===== config.mk =====
export PLATFORM = sky130hd
export DESIGN_NAME = match_ctrl
export DESIGN_NICKNAME = d
export VERILOG_FILES = /design/src/rtl/match_pkg.sv /design/src/rtl/lsb_enc.sv /design/src/rtl/match_ctrl.sv
export SDC_FILE = /design/constraint.sdc
export NUM_CORES = 1
export LEC_CHECK = 0
export ABC_CLOCK_PERIOD_IN_PS = 6200
export BUFFER_PORTS_ARGS = -buffer_cell sky130_fd_sc_hd__buf_2
export CAP_MARGIN = 10
export CORE_ASPECT_RATIO = 0.9
export CORE_MARGIN = 4
export CORE_UTILIZATION = 45
export DETAILED_ROUTE_END_ITERATION = 8
export PLACE_DENSITY_LB_ADDON = 0.12
export SETUP_SLACK_MARGIN = 0.3
export SYNTH_ARGS = -nofsm -noshare
export SYNTH_HDL_FRONTEND = slang
export SYNTH_SLANG_ARGS = --single-unit

===== constraint.sdc =====
create_clock -name cp_i -period 6.2 [get_ports cp_i]
set_clock_uncertainty 0.2 [all_clocks]
set_input_delay 1.24 -clock cp_i [delete_from_list [all_inputs] [get_ports cp_i]]
set_output_delay 1.24 -clock cp_i [all_outputs]
set_load 0.03 [all_outputs]

===== src/rtl/match_pkg.sv =====
// Shared definitions for the matching-memory sequencing controller.
// Holds the default memory geometry and the controller state encoding.
// Build option: MATCH_OVF_EN (see match_ctrl.sv) is not used here.
package match_pkg;

  localparam int unsigned DefEntries = 64;
  localparam int unsigned DefAddrW   = 6;

  // Controller states (IDLE, LOOKUP, WRITE, READ, EMIT).
  localparam logic [2:0] StIdle   = 3'd0;
  localparam logic [2:0] StLookup = 3'd1;
  localparam logic [2:0] StWrite  = 3'd2;
  localparam logic [2:0] StRead   = 3'd3;
  localparam logic [2:0] StEmit   = 3'd4;

endpackage


===== src/rtl/lsb_enc.sv =====
// Lowest-set-bit priority encoder, purely combinational.
// Ports:
//   vec_i  - input bit vector
//   idx_o  - index of the lowest set bit (0 when none set)
//   any_o  - 1 when at least one bit of vec_i is set
module lsb_enc #(
  parameter int unsigned Width = 64,
  parameter int unsigned IdxW  = $clog2(Width)
) (
  input  logic [Width-1:0] vec_i,
  output logic [IdxW-1:0]  idx_o,
  output logic             any_o
);

  always_comb begin
    idx_o = '0;
    any_o = |vec_i;
    // Scan downwards so the lowest set bit is the last one written.
    for (int i = int'(Width) - 1; i >= 0; i--) begin
      if (vec_i[i]) idx_o = IdxW'(i);
    end
  end

endmodule


===== src/rtl/match_ctrl.sv =====
// Sequencing controller for the matching memory. Accepts one token per
// handshake, samples the tag-comparator FIRE vector in LOOKUP and then
// reads/deletes the partner entry, allocates the lowest free entry, or
// passes the token through. Owns the entry VALID bitmap and population count.
// Build option: MATCH_OVF_EN - when defined a miss on a full memory emits an
// overflow token (out_ovf_o=1); otherwise the token is dropped and err_o set.
// Ports:
//   cp_i, mr_ni          - clock, asynchronous active-low reset
//   in_req_i/in_ack_o    - upstream handshake, in_mf_i sampled with in_ack_o
//   fire_i               - comparator hit vector, used in LOOKUP only
//   valid_o, count_o, full_o - occupancy bitmap, population, all-full flag
//   addr_o, wr_e_o, rd_e_o, del_o - memory address and one-cycle strobes
//   out_req_o/out_ack_i  - downstream handshake, out_pair_o/out_ovf_o tag it
//   err_o                - sticky drop / inconsistency flag
module match_ctrl
  import match_pkg::*;
#(
  parameter int unsigned Entries = DefEntries,
  parameter int unsigned AddrW   = DefAddrW
) (
  input  logic               cp_i,
  input  logic               mr_ni,
  input  logic               in_req_i,
  output logic               in_ack_o,
  input  logic               in_mf_i,
  input  logic [Entries-1:0] fire_i,
  output logic [Entries-1:0] valid_o,
  output logic [AddrW-1:0]   addr_o,
  output logic               wr_e_o,
  output logic               rd_e_o,
  output logic               del_o,
  output logic               out_req_o,
  input  logic               out_ack_i,
  output logic               out_pair_o,
  output logic               out_ovf_o,
  output logic               full_o,
  output logic [AddrW:0]     count_o,
  output logic               err_o
);

  localparam logic [AddrW:0] CountMax = (AddrW+1)'(Entries);

  logic [2:0]         state_q, state_d;
  logic               ack_q, ack_d;
  logic               mf_q, mf_d;
  logic [Entries-1:0] valid_q, valid_d;
  logic [AddrW:0]     count_q, count_d;
  logic [AddrW-1:0]   addr_q, addr_d;
  logic               wr_e_q, wr_e_d;
  logic               rd_e_q, rd_e_d;
  logic               out_req_q, out_req_d;
  logic               pair_q, pair_d;
  logic               full_q, full_d;
  logic               err_q, err_d;
`ifdef MATCH_OVF_EN
  logic               ovf_q, ovf_d;
`endif

  logic [AddrW-1:0] hit_idx, free_idx;
  logic             hit_any, free_any;

  // Comparator hits on invalid entries are ignored.
  lsb_enc #(.Width(Entries), .IdxW(AddrW)) u_hit_enc (
    .vec_i (fire_i & valid_q),
    .idx_o (hit_idx),
    .any_o (hit_any)
  );

  lsb_enc #(.Width(Entries), .IdxW(AddrW)) u_free_enc (
    .vec_i (~valid_q),
    .idx_o (free_idx),
    .any_o (free_any)
  );

  always_comb begin
    state_d   = state_q;
    mf_d      = mf_q;
    valid_d   = valid_q;
    count_d   = count_q;
    addr_d    = addr_q;
    wr_e_d    = 1'b0;
    rd_e_d    = 1'b0;
    out_req_d = out_req_q;
    pair_d    = pair_q;
    err_d     = err_q;
`ifdef MATCH_OVF_EN
    ovf_d     = ovf_q;
`endif
    unique case (state_q)
      StIdle: begin
        if (ack_q) begin
          state_d = StLookup;
          mf_d    = in_mf_i;
        end
      end
      StLookup: begin
        if (!mf_q) begin
          state_d   = StEmit;
          out_req_d = 1'b1;
          pair_d    = 1'b0;
        end else if (hit_any) begin
          state_d          = StRead;
          rd_e_d           = 1'b1;
          addr_d           = hit_idx;
          valid_d[hit_idx] = 1'b0;
          if (count_q == '0) err_d = 1'b1;
          else count_d = count_q - 1'b1;
        end else if (free_any) begin
          state_d           = StWrite;
          wr_e_d            = 1'b1;
          addr_d            = free_idx;
          valid_d[free_idx] = 1'b1;
          if (count_q == CountMax) err_d = 1'b1;
          else count_d = count_q + 1'b1;
        end else begin
`ifdef MATCH_OVF_EN
          state_d   = StEmit;
          out_req_d = 1'b1;
          pair_d    = 1'b0;
          ovf_d     = 1'b1;
`else
          state_d = StIdle;
          err_d   = 1'b1;
`endif
        end
      end
      StWrite: state_d = StIdle;
      StRead: begin
        state_d   = StEmit;
        out_req_d = 1'b1;
        pair_d    = 1'b1;
      end
      StEmit: begin
        if (out_ack_i) begin
          state_d   = StIdle;
          out_req_d = 1'b0;
          pair_d    = 1'b0;
`ifdef MATCH_OVF_EN
          ovf_d     = 1'b0;
`endif
        end
      end
      default: state_d = StIdle;
    endcase
    // Acknowledge one cycle early when returning to IDLE so a waiting token
    // is accepted in the first IDLE cycle.
    ack_d  = in_req_i && (state_d == StIdle) && !ack_q;
    full_d = (count_d == CountMax);
  end

  always_ff @(posedge cp_i or negedge mr_ni) begin
    if (!mr_ni) begin
      state_q   <= StIdle;
      ack_q     <= 1'b0;
      mf_q      <= 1'b0;
      valid_q   <= '0;
      count_q   <= '0;
      addr_q    <= '0;
      wr_e_q    <= 1'b0;
      rd_e_q    <= 1'b0;
      out_req_q <= 1'b0;
      pair_q    <= 1'b0;
      full_q    <= 1'b0;
      err_q     <= 1'b0;
    end else begin
      state_q   <= state_d;
      ack_q     <= ack_d;
      mf_q      <= mf_d;
      valid_q   <= valid_d;
      count_q   <= count_d;
      addr_q    <= addr_d;
      wr_e_q    <= wr_e_d;
      rd_e_q    <= rd_e_d;
      out_req_q <= out_req_d;
      pair_q    <= pair_d;
      full_q    <= full_d;
      err_q     <= err_d;
    end
  end

`ifdef MATCH_OVF_EN
  always_ff @(posedge cp_i or negedge mr_ni) begin
    if (!mr_ni) ovf_q <= 1'b0;
    else        ovf_q <= ovf_d;
  end
  assign out_ovf_o = ovf_q;
`else
  assign out_ovf_o = 1'b0;
`endif

  assign in_ack_o   = ack_q;
  assign valid_o    = valid_q;
  assign count_o    = count_q;
  assign full_o     = full_q;
  assign addr_o     = addr_q;
  assign wr_e_o     = wr_e_q;
  assign rd_e_o     = rd_e_q;
  assign del_o      = rd_e_q;
  assign out_req_o  = out_req_q;
  assign out_pair_o = pair_q;
  assign err_o      = err_q;

endmodule


==> reports/qor.csv <==
metric,value,unit
grt_use_total,29.9,%
initial_core_util,46.6,%
min_path_type,reg2reg,
n_antenna_cell,0,
ys_ff_latch,88,
hold_viol,0,
ys.flop_type,dfrtp_1,
max_freq,212,MHz
intPower,0.00120,W
cp_max_fo,8,
gp_congestion,0.919,
vias,7303,
grt_pass1_vias,6820,
yosys.area.top_type,dfrtp_1,
async_flop_share,100,%
crit_arrival,4.72,ns
pwr-share-comb,38.5,%
cp_slowest_cell,a2111oi_0,
instances_no_fill,1088,
rsz0062_at_grt,no,
hold_buffers,0,
synth_edf_count,0,
p_sw_share,43.1,%
grt-ovfl-total,0,
routed_via_density,6.71,
p_leak,3.28,nW
clk_latency,0.35,ns
avgRoutedWirePerCell,22.5,µm
cts_inserted_buffers,9,
setup_viol_count_final,0,
cts_setup_buffers,0,
cts_resized,0,
synth.area.top_cells,"dfrtp_1, a21oi_1, nand2_1, a31oi_1, a22oi_1",
ys_warn_count,0,
crit_type,in2reg,
grt_pass1_wl,38200,µm
critPathLaunchType,input pin,
die-area,0.0160,mm²
cts_buffer_depth,2,
seqPwrFrac,34.8,%
routed_wl,24400,µm
synth_top_cell_area_share,34.9,%
drt_iter0_drc,941,
syn_to_final_growth,19.7,%
core_region_area,0.0136,mm²
cp_data_required_time,6.19,ns
synth_cell_types,81,
ant_nets,0,
antenna_found_initial,0,
synth_common_cells,"a21oi_1, nand2_1, dfrtp_1",
cp-end-kind,flip-flop,
cap_violations,0,
slew_violations,0,
num_io_pins,155,
grt_max_degree,81,
layout-drive-gt1-share,24.1,%
power_per_cell_area,279,mW/mm²
slew_headroom,19.9,%
cts.sinks,88,
max_stage_delay,0.89,ns
period_share,76.3,%
drc_errors,0,
outcome,"complete, no violations",
drt_pass1_iterations,7,
synthCells,751,
worst-path-buf-inv,2,
fp-row-count,40,
path_clk_slew,0.07,ns
io_buffers,153,
pwr-share-clk,26.7,%
path_cells,buf_2 -> a22o_1 -> a31oi_1 -> o2111ai_1 -> a2111oi_0 -> buf_4 -> o2111a_1 -> o31a_1 -> nor3b_2 -> a21oi_1,
cts-root-buf,clkbuf_16,
die_y,120,µm
synth_seq_area_share,34.9,%
peakVddDrop,0.000285,V
cts_tree,done,
syn_avg_cell_area,8.41,µm²
fp.dieW,133,µm
timing.final.crit_period,4.73,ns
setup_tns,0,ns
tightest_slew,1.20,ns
htreeDepth,3,
yosysMostFrequentCell,a21oi_1,
p_switching,0.000911,W
post-dp-hpwl,18500,µm
synth_area,0.00632,mm²
nets,966,
syn_nets,823,
dp_cells,1072,
crit_family,compound AO/OA/AOI/OAI gates,
layout make-up:
cell class	count	area [µm²]
clock buffers	10	239
clock inverters	6	68.8
fillers	1284	6000
inverters	18	67.6
multi-input cells	617	3930
flip-flops and latches	88	2200
well taps	189	236
repair buffers	160	821
state kept, by name, summed over array words and instances, names as in the netlist, 3 cells and up:
register	count
addr_o	6
state_q	3
count_o	7
valid_o	64
layer usage:
metal / vias to the layer above / track usage (%) / part of all wire, %
li1: 3255 / - / -
met2: 448 / 45.1 / 45
met1: 3540 / 41.0 / 42
met4: 0 / 11.6 / 3.1
met5: - / 0 / 0
met3: 60 / 7.95 / 10
through the flow:
stage	total power (W)	worst slack [ns]	util (%)	area, µm²	hold slack (ns)
floorplan	0.00124	2.40	-	6320	0.306
global route	0.00221	1.44	55.8	7560	0.309
global placement	0.00153	1.24	53.5	7260	0.273
detailed placement	0.00154	1.22	53.5	7260	0.261
finish	0.00211	1.47	55.8	7560	0.283
CTS	0.00210	1.55	55.8	7560	0.285
final timing paths:
check / from / endpoint / slack, ns / cells past startpoint
max: fire_i[59] / valid_o[36]$_DFFE_PN0P_ / 1.47 / 10
min: addr_o[1]$_DFFE_PN0P_ / addr_o[1]$_DFFE_PN0P_ / 0.28 / 1
max reg2reg: valid_o[59]$_DFFE_PN0P_ / valid_o[36]$_DFFE_PN0P_ / 1.97 / 9
min reg2reg: addr_o[1]$_DFFE_PN0P_ / addr_o[1]$_DFFE_PN0P_ / 0.28 / 1
max in group asynchronous: mr_ni / full_o$_DFF_PN0_ / 4.04 / 2
min in group asynchronous: mr_ni / valid_o[35]$_DFFE_PN0P_ / 0.51 / 1
layout by cell type (no fill, tap or decap), types with 22 or more instances in the layout:
| cell type | count |
|---|---|
| buf_2 | 152 |
| a21oi_1 | 130 |
| nand2_1 | 96 |
| dfrtp_1 | 88 |
| nor2_1 | 35 |
| a31oi_1 | 35 |
| nand4_1 | 27 |
| a22oi_1 | 26 |
| nand3_1 | 22 |
| o21ai_0 | 22 |
logic make-up after synthesis:
family                     count (synthesis)  share of synthesized area (%)
AOI/OAI and AO/OA                        329                           34.4
and+or+nand+nor                          282                           26.5
DFF                                       88                           34.9
buffers and inverters                     46                           3.23
adders and majority gates                  3                          0.594
other                                      1                         0.0594
xor gates and xnor gates                   1                          0.139
muxes                                      1                          0.178
worst register-to-register path: cells and delay by family, from the launching register on:
kind            cells  cell delay, ns
simple gates        1            0.70
flops               1            0.49
buf+inv             1            0.28
compound gates      7            2.40
power by group through the flow:
stage	combinational (W)	sequential, W	clock, W
3_5_place_dp	0.000796	0.000741	0
3_3_place_gp	0.000787	0.000740	0
2_1_floorplan	0.000425	0.000815	0
5_1_grt	0.000868	0.000750	0.000595
6_report	0.000813	0.000736	0.000565
4_1_cts	0.000800	0.000732	0.000571
No activity file was read; power rests on OpenSTA's default activity.
